[src/rtl/exec_core_pkg.sv]
// Shared definitions for the exec_core fetch/execute core: opcodes, IR field positions, FSM states, flags.
// Latency: n/a (types and constants only).
// Backpressure: n/a. Optional feature macro: EXEC_CORE_MUL_EN (multiplier, SGPR, MUL and MOVSGPR).
package exec_core_pkg;

    localparam logic [4:0] OP_MOVSGPR = 5'b00000;
    localparam logic [4:0] OP_MOV     = 5'b00001;
    localparam logic [4:0] OP_ADD     = 5'b00010;
    localparam logic [4:0] OP_SUB     = 5'b00011;
    localparam logic [4:0] OP_MUL     = 5'b00100;
    localparam logic [4:0] OP_OR      = 5'b00101;
    localparam logic [4:0] OP_AND     = 5'b00110;
    localparam logic [4:0] OP_XOR     = 5'b00111;
    localparam logic [4:0] OP_XNOR    = 5'b01000;
    localparam logic [4:0] OP_NAND    = 5'b01001;
    localparam logic [4:0] OP_NOR     = 5'b01010;
    localparam logic [4:0] OP_NOT     = 5'b01011;
    localparam logic [4:0] OP_HALT    = 5'b11111;

    localparam int IR_OPER_HI  = 31;
    localparam int IR_OPER_LO  = 27;
    localparam int IR_RDST_HI  = 26;
    localparam int IR_RDST_LO  = 22;
    localparam int IR_RSRC1_HI = 21;
    localparam int IR_RSRC1_LO = 17;
    localparam int IR_IMM_BIT  = 16;
    localparam int IR_RSRC2_HI = 15;
    localparam int IR_RSRC2_LO = 11;
    localparam int IR_ISRC_HI  = 15;
    localparam int IR_ISRC_LO  = 0;

    typedef enum logic [1:0] {FETCH, EXEC, HALT} state_e;

    typedef struct packed {
        logic sign;
        logic zero;
        logic carry;
        logic overflow;
    } flags_t;

    // Opcodes that write a GPR and the flags. HALT is handled separately by the FSM.
    function automatic logic op_writes(input logic [4:0] op);
        logic ok;
        case (op)
            OP_MOV, OP_ADD, OP_SUB, OP_OR, OP_AND, OP_XOR,
            OP_XNOR, OP_NAND, OP_NOR, OP_NOT: ok = 1'b1;
`ifdef EXEC_CORE_MUL_EN
            OP_MUL, OP_MOVSGPR: ok = 1'b1;
`endif
            default: ok = 1'b0;
        endcase
        return ok;
    endfunction

endpackage

[src/rtl/exec_core_alu.sv]
// Combinational ALU for exec_core: result, product high half and next flags from opcode and operands.
// Latency: 0 cycles (purely combinational). Backpressure: none.
// Ports: op, a (rsrc1 value), b (selected second operand), imm_mode -> res, res_hi, flags. Macro: EXEC_CORE_MUL_EN.
module exec_core_alu
    import exec_core_pkg::*;
#(
    parameter int DATA_W = 16
) (
    input  logic [4:0]        op,
    input  logic [DATA_W-1:0] a,
    input  logic [DATA_W-1:0] b,
    input  logic              imm_mode,
    output logic [DATA_W-1:0] res,
    output logic [DATA_W-1:0] res_hi,
    output flags_t            flags
);

    localparam int MSB = DATA_W - 1;

    logic [DATA_W:0] sum;
`ifdef EXEC_CORE_MUL_EN
    logic [2*DATA_W-1:0] prod;
`endif

    always_comb begin
        sum            = '0;
        res            = '0;
        res_hi         = '0;
        flags          = '0;
`ifdef EXEC_CORE_MUL_EN
        prod           = {{DATA_W{1'b0}}, a} * {{DATA_W{1'b0}}, b};
`endif
        case (op)
            OP_MOV, OP_MOVSGPR: res = b;
            OP_ADD: begin
                sum            = {1'b0, a} + {1'b0, b};
                res            = sum[MSB:0];
                flags.carry    = sum[DATA_W];
                flags.overflow = (a[MSB] == b[MSB]) && (res[MSB] != a[MSB]);
            end
            OP_SUB: begin
                // Top bit of the widened difference is the unsigned borrow.
                sum            = {1'b0, a} - {1'b0, b};
                res            = sum[MSB:0];
                flags.carry    = sum[DATA_W];
                flags.overflow = (a[MSB] != b[MSB]) && (res[MSB] != a[MSB]);
            end
`ifdef EXEC_CORE_MUL_EN
            OP_MUL: begin
                res    = prod[MSB:0];
                res_hi = prod[2*DATA_W-1:DATA_W];
            end
`endif
            OP_OR:   res = a | b;
            OP_AND:  res = a & b;
            OP_XOR:  res = a ^ b;
            OP_XNOR: res = ~(a ^ b);
            OP_NAND: res = ~(a & b);
            OP_NOR:  res = ~(a | b);
            OP_NOT:  res = imm_mode ? ~b : ~a;
            default: res = '0;
        endcase
        flags.sign = res[MSB];
        flags.zero = (res == '0);
`ifdef EXEC_CORE_MUL_EN
        // MUL flags describe the whole product, not just the written low half.
        if (op == OP_MUL) begin
            flags.sign = prod[2*DATA_W-1];
            flags.zero = (prod == '0);
        end
`endif
    end

endmodule

[src/rtl/exec_core.sv]
// Multi-cycle fetch/execute core: FSM, 32-entry GPR file, SGPR, flags and pc around exec_core_alu.
// Latency: FETCH_WAIT cycles in FETCH + 1 cycle in EXEC per instruction; results visible on the edge ending EXEC.
// Backpressure: en low freezes the FETCH wait counter and holds imem_addr; EXEC always completes.
// Ports: clk, rst_n (sync, active low), en, imem_addr/imem_rdata, pc, sign/zero/overflow/carry, halted, illegal,
// dbg_addr/dbg_data (async GPR read), dbg_sgpr. Macro: EXEC_CORE_MUL_EN adds multiplier, SGPR, MUL, MOVSGPR.
module exec_core
    import exec_core_pkg::*;
#(
    parameter int DATA_W     = 16,
    parameter int PC_W       = 11,
    parameter int FETCH_WAIT = 4
) (
    input  logic              clk,
    input  logic              rst_n,
    input  logic              en,
    output logic [PC_W-1:0]   imem_addr,
    input  logic [31:0]       imem_rdata,
    output logic [PC_W-1:0]   pc,
    output logic              sign,
    output logic              zero,
    output logic              overflow,
    output logic              carry,
    output logic              halted,
    output logic              illegal,
    input  logic [4:0]        dbg_addr,
    output logic [DATA_W-1:0] dbg_data,
    output logic [DATA_W-1:0] dbg_sgpr
);

    localparam int CNT_W = (FETCH_WAIT > 1) ? $clog2(FETCH_WAIT) : 1;
    localparam logic [CNT_W-1:0] CNT_LAST = CNT_W'(FETCH_WAIT - 1);

    state_e            state_q, state_d;
    logic [CNT_W-1:0]  cnt_q, cnt_d;
    logic [31:0]       ir_q, ir_d;
    logic [PC_W-1:0]   pc_q, pc_d;
    logic [DATA_W-1:0] gpr_q [32];
    logic [DATA_W-1:0] gpr_d [32];
    flags_t            flags_q, flags_d;
    logic              halted_q, halted_d;
    logic              illegal_q, illegal_d;
    logic [DATA_W-1:0] sgpr_val;

    logic [4:0]        op;
    logic [4:0]        rdst;
    logic              imm_mode;
    logic [DATA_W-1:0] rs1_val, op2_val;
    logic [DATA_W-1:0] alu_res, alu_hi;
    flags_t            alu_flags;

    assign op       = ir_q[IR_OPER_HI:IR_OPER_LO];
    assign rdst     = ir_q[IR_RDST_HI:IR_RDST_LO];
    assign imm_mode = ir_q[IR_IMM_BIT];
    assign rs1_val  = gpr_q[ir_q[IR_RSRC1_HI:IR_RSRC1_LO]];

    // MOVSGPR reuses the MOV datapath by presenting SGPR as the second operand.
    always_comb begin
        op2_val = gpr_q[ir_q[IR_RSRC2_HI:IR_RSRC2_LO]];
        if (op == OP_MOVSGPR)
            op2_val = sgpr_val;
        else if (imm_mode)
            op2_val = DATA_W'(ir_q[IR_ISRC_HI:IR_ISRC_LO]);
    end

    exec_core_alu #(.DATA_W(DATA_W)) u_alu (
        .op       (op),
        .a        (rs1_val),
        .b        (op2_val),
        .imm_mode (imm_mode),
        .res      (alu_res),
        .res_hi   (alu_hi),
        .flags    (alu_flags)
    );

`ifdef EXEC_CORE_MUL_EN
    logic [DATA_W-1:0] sgpr_q, sgpr_d;
    assign sgpr_val = sgpr_q;

    always_comb begin
        sgpr_d = sgpr_q;
        if (state_q == EXEC && op == OP_MUL)
            sgpr_d = alu_hi;
    end

    always_ff @(posedge clk) begin
        if (!rst_n) sgpr_q <= '0;
        else        sgpr_q <= sgpr_d;
    end
`else
    logic unused_alu_hi;
    assign unused_alu_hi = ^alu_hi;
    assign sgpr_val      = '0;
`endif

    always_comb begin
        state_d   = state_q;
        cnt_d     = cnt_q;
        ir_d      = ir_q;
        pc_d      = pc_q;
        gpr_d     = gpr_q;
        flags_d   = flags_q;
        halted_d  = halted_q;
        illegal_d = 1'b0;
        case (state_q)
            FETCH: begin
                if (en) begin
                    if (cnt_q == CNT_LAST) begin
                        cnt_d   = '0;
                        ir_d    = imem_rdata;
                        state_d = EXEC;
                    end else begin
                        cnt_d = cnt_q + 1'b1;
                    end
                end
            end
            EXEC: begin
                state_d = FETCH;
                if (op == OP_HALT) begin
                    state_d  = HALT;
                    halted_d = 1'b1;
                end else begin
                    pc_d = pc_q + 1'b1;
                    if (op_writes(op)) begin
                        gpr_d[rdst] = alu_res;
                        flags_d     = alu_flags;
                    end else begin
                        illegal_d = 1'b1;
                    end
                end
            end
            HALT:    state_d = HALT;
            default: state_d = FETCH;
        endcase
    end

    always_ff @(posedge clk) begin
        if (!rst_n) begin
            state_q   <= FETCH;
            cnt_q     <= '0;
            ir_q      <= '0;
            pc_q      <= '0;
            flags_q   <= '0;
            halted_q  <= 1'b0;
            illegal_q <= 1'b0;
            for (int i = 0; i < 32; i++) gpr_q[i] <= '0;
        end else begin
            state_q   <= state_d;
            cnt_q     <= cnt_d;
            ir_q      <= ir_d;
            pc_q      <= pc_d;
            flags_q   <= flags_d;
            halted_q  <= halted_d;
            illegal_q <= illegal_d;
            gpr_q     <= gpr_d;
        end
    end

    assign imem_addr = pc_q;
    assign pc        = pc_q;
    assign sign      = flags_q.sign;
    assign zero      = flags_q.zero;
    assign carry     = flags_q.carry;
    assign overflow  = flags_q.overflow;
    assign halted    = halted_q;
    assign illegal   = illegal_q;
    assign dbg_data  = gpr_q[dbg_addr];
    assign dbg_sgpr  = sgpr_val;

endmodule
[config.mk]
export PLATFORM = sky130hd
export DESIGN_NAME = exec_core
export DESIGN_NICKNAME = d
export VERILOG_FILES = /design/src/rtl/exec_core_pkg.sv /design/src/rtl/exec_core_alu.sv /design/src/rtl/exec_core.sv
export SDC_FILE = /design/constraint.sdc
export NUM_CORES = 2
export LEC_CHECK = 0
export CORE_MARGIN = 2
export CORE_UTILIZATION = 25
export DETAILED_ROUTE_END_ITERATION = 6
export GPL_TIMING_DRIVEN = 0
export PLACE_DENSITY = 0.37
export SLEW_MARGIN = 10
export SYNTH_ARGS = -nofsm -noshare
export SYNTH_HDL_FRONTEND = slang
export SYNTH_SLANG_ARGS = --single-unit
[constraint.sdc]
create_clock -name clk -period 7.5 [get_ports clk]
set_input_delay 1.5 -clock clk [delete_from_list [all_inputs] [get_ports clk]]
set_output_delay 1.5 -clock clk [all_outputs]
set_load 0.01 [all_outputs]
==> run metrics <==
Async SR Flop Fraction 0%; fin util 29.6%; Post-synth EDFFs 0; fraction of layout cells with a size suffix above 1 20.0%; Leak Pwr 12.9 nW; Seq/Total Area, Yosys 32.3%; first-pass GRT wire length 285000 µm; DIE WIDTH 378 µm; Vias/cell 5.94; final worst path period share 101%; worst slack, placed -3210 ps; clock buffer count from CTS 74; top cells by count, synth 586 x nor2_1, 566 x dfxtp_1, 377 x a211oi_1, 372 x mux4_2, 282 x clkbuf_1; # port buffers 79; Max-slew headroom 3.00%; f_max 132 MHz; largest net degree at the start of global routing 13; Clock Latency Late Sink 670 ps; Netlist cell types 85; Mean Syn Cell Area 10.1 µm²; Pre-antenna DRT Iters 6; WS Path Type reg2reg; core area 139000 µm²; peak supply drop 0.135 mV; pwr dens 180 nW/µm²; Setup WS post-layout -67.4 ps; dpl hpwl 167000 µm; HP Class reg2reg; total negative slack -805 ps; failing checks setup timing; YS warnings 0; footprint of the multi-input gates 21800 µm²; area grow syn2layout 17.9%; Final Hold Viols 0; Die Ht 378 µm; Max-cap violations 0; # rows 137; Placed Cells incl. Taps 5454; post-synthesis mux area share 31.3%; drt wl/cell 38.5 µm; total die area 143000 µm²; Final Skew 39.0 ps; Routed Antenna Nets 0; Yosys top cell by area dfxtp_1; initial antenna violation count 12; top_reg_cell synth dfxtp_1; RSZ-0062 raised after global routing false; # fillers 14681; simple-gate portion of the synthesized area 10.8%; num ports 100; maximum level of the CTS H-tree 3; Total Power 7.41 mW; CTS root buf clkbuf_16; Compound-Gate Fraction of Synth Area 17.1%; clock-pin slew on the worst setup and hold paths 60 ps; netlist area before placement 35000 µm²; Storage cell area 11300 µm²; Placed Area 38500 µm²; final instance area 41300 µm²; Nets 3746; Total Wirelength 215000 µm; initial core utilization 25.1%; final non-filler cell total 5588; worst-path fanout max 10; Final setup viols 20; Final min period 7570 ps; Worst-Margin Slew 1450 ps; Max Root-Sink Buffers 3; most frequent cell after synthesis nor2_1; register bit total from synthesis 566; grt total ovfl 0; CP Data Required Time 8020 ps; top area cells in the synthesized netlist dfxtp_1 32%, mux4_2 24%, a211oi_1 8.1%, mux2i_1 6.6%, nor2_1 6.3%; cts hold-fix bufs 0; CTS tree done; vias after detailed routing 33172; largest family of logic cells by synthesized area multiplexers; vias in the first global route 30666; Fin Hold WS 469 ps; Startpoint Class flop; Arr. time, crit path 8090 ps; outcome complete, but fails checks; post-synthesis xor/xnor area fraction 0.325%; Final Max Tran Viols 0; clk sinks 566; Initial DRC Count 4325; synthesized instance count 3471; routability congestion estimate 1.01; GRT Total Usage 29.4%; DR DRC count 0; Critical Path Sink Type flop; area share of fa/ha/maj cells after synthesis 1.94%; Yosys top cell area share 32.3%
[metal layers]
metal	global-route usage, %	part of all wire (%)	up-vias	wire length, µm
li1	-	-	13596	-
met1	39.7	42	17108	90300
met2	43.0	42	2035	90000
met3	8.13	10	417	22200
met4	14.5	5.7	16	12300
met5	0	0.047	-	101
[flip-flops by register name, summed over array words and instances, names as in the netlist, named ones only]
signal and cells:
illegal 1, overflow 1, state_q 2, gpr_q 512, ir_q 32, carry 1, zero 1, cnt_q 2
halted 1, imem_addr 11, sign 1
[where the power goes]
| part | internal [mW] | leakage (nW) | switching [mW] |
|---|---|---|---|
| clock network | 2.33 | 1.27 | 1.57 |
| registers | 3.01 | 4.56 | 0.00468 |
| logic | 0.135 | 7.05 | 0.369 |
[area by class of cell]
class                           instances  share of cell area (%)
Antenna cell                            5                  0.0303
Buffer                                403                    4.95
Clock buffer                          101                    5.15
Clock inverter                         29                    1.06
Inverter                               70                   0.636
Multi-Input combinational cell       2445                    52.7
Sequential cell                       566                    27.4
Tap cell                             1876                    5.68
Timing Repair Buffer                   93                    2.32
[critical path, cell delays in order (launching register included)]
cell and delay, ps:
dfxtp_1 750, buf_2 570, buf_4 450, buf_4 490, buf_4 430, mux4_2 360, nand2_1 70, a32oi_1 420
o211ai_1 410, inv_1 180, ha_1 350, inv_1 130, a221oi_4 390, a2bb2oi_2 280, a211oi_1 170, o21ai_2 320
o21ai_0 200, a221o_1 400, a21oi_2 250, buf_6 220, buf_2 400, a21oi_1 110
[placed cells by master, fill, tap and decap left out, types with 12 or more instances in the layout]
master,n
nor2_1,585
dfxtp_1,565
a211oi_1,375
mux4_2,372
clkbuf_1,259
mux2i_1,229
a21oi_1,125
o21ai_0,121
nand2_1,100
clkdlybuf4s50_1,79
clkbuf_16,75
inv_1,67
buf_4,63
ha_1,51
o22ai_1,38
a22oi_1,33
a22o_1,33
clkbuf_2,32
buf_2,30
nand3_1,29
buf_6,27
mux2_2,23
nor3_1,22
nand4_1,17
conb_1,16
nor2b_1,15
o211ai_1,15
clkbuf_8,15
or3_1,14
a31oi_1,13
clkinv_2,13
and2_1,12
nand3b_1,12
[logic make-up (layout without fill, tap and decap cells)]
| logic type | count (synthesis) | after routing |
|---|---|---|
| buf+inv | 475 | 696 |
| xor+xnor | 13 | 13 |
| other cells | 1 | 21 |
| compound gates | 862 | 862 |
| simple gates | 875 | 875 |
| flops | 566 | 566 |
| mux | 626 | 626 |
| fa+ha+maj | 53 | 53 |
[path summary, 6_finish.rpt]
check | from | endpoint | slack, ps | cells past startpoint
worst max-delay path | ir_q[19]$_SDFFE_PN0P_ | gpr_q[398]$_SDFFE_PN0P_ | -70 | 21
worst min-delay path | halted$_SDFFE_PN0P_ | halted$_SDFFE_PN0P_ | 470 | 2
worst max register to register | ir_q[19]$_SDFFE_PN0P_ | gpr_q[398]$_SDFFE_PN0P_ | -70 | 21
worst min register to register | halted$_SDFFE_PN0P_ | halted$_SDFFE_PN0P_ | 470 | 2
[repair_timing]
item	4_1_cts	5_1_grt
endpoints found under the setup margin	429	288
resized for setup	55	24
hold endpoints to repair	0	0
pin swaps	1	1
setup buffers	0	1
Note: power is estimated with default switching activity, not from simulation.
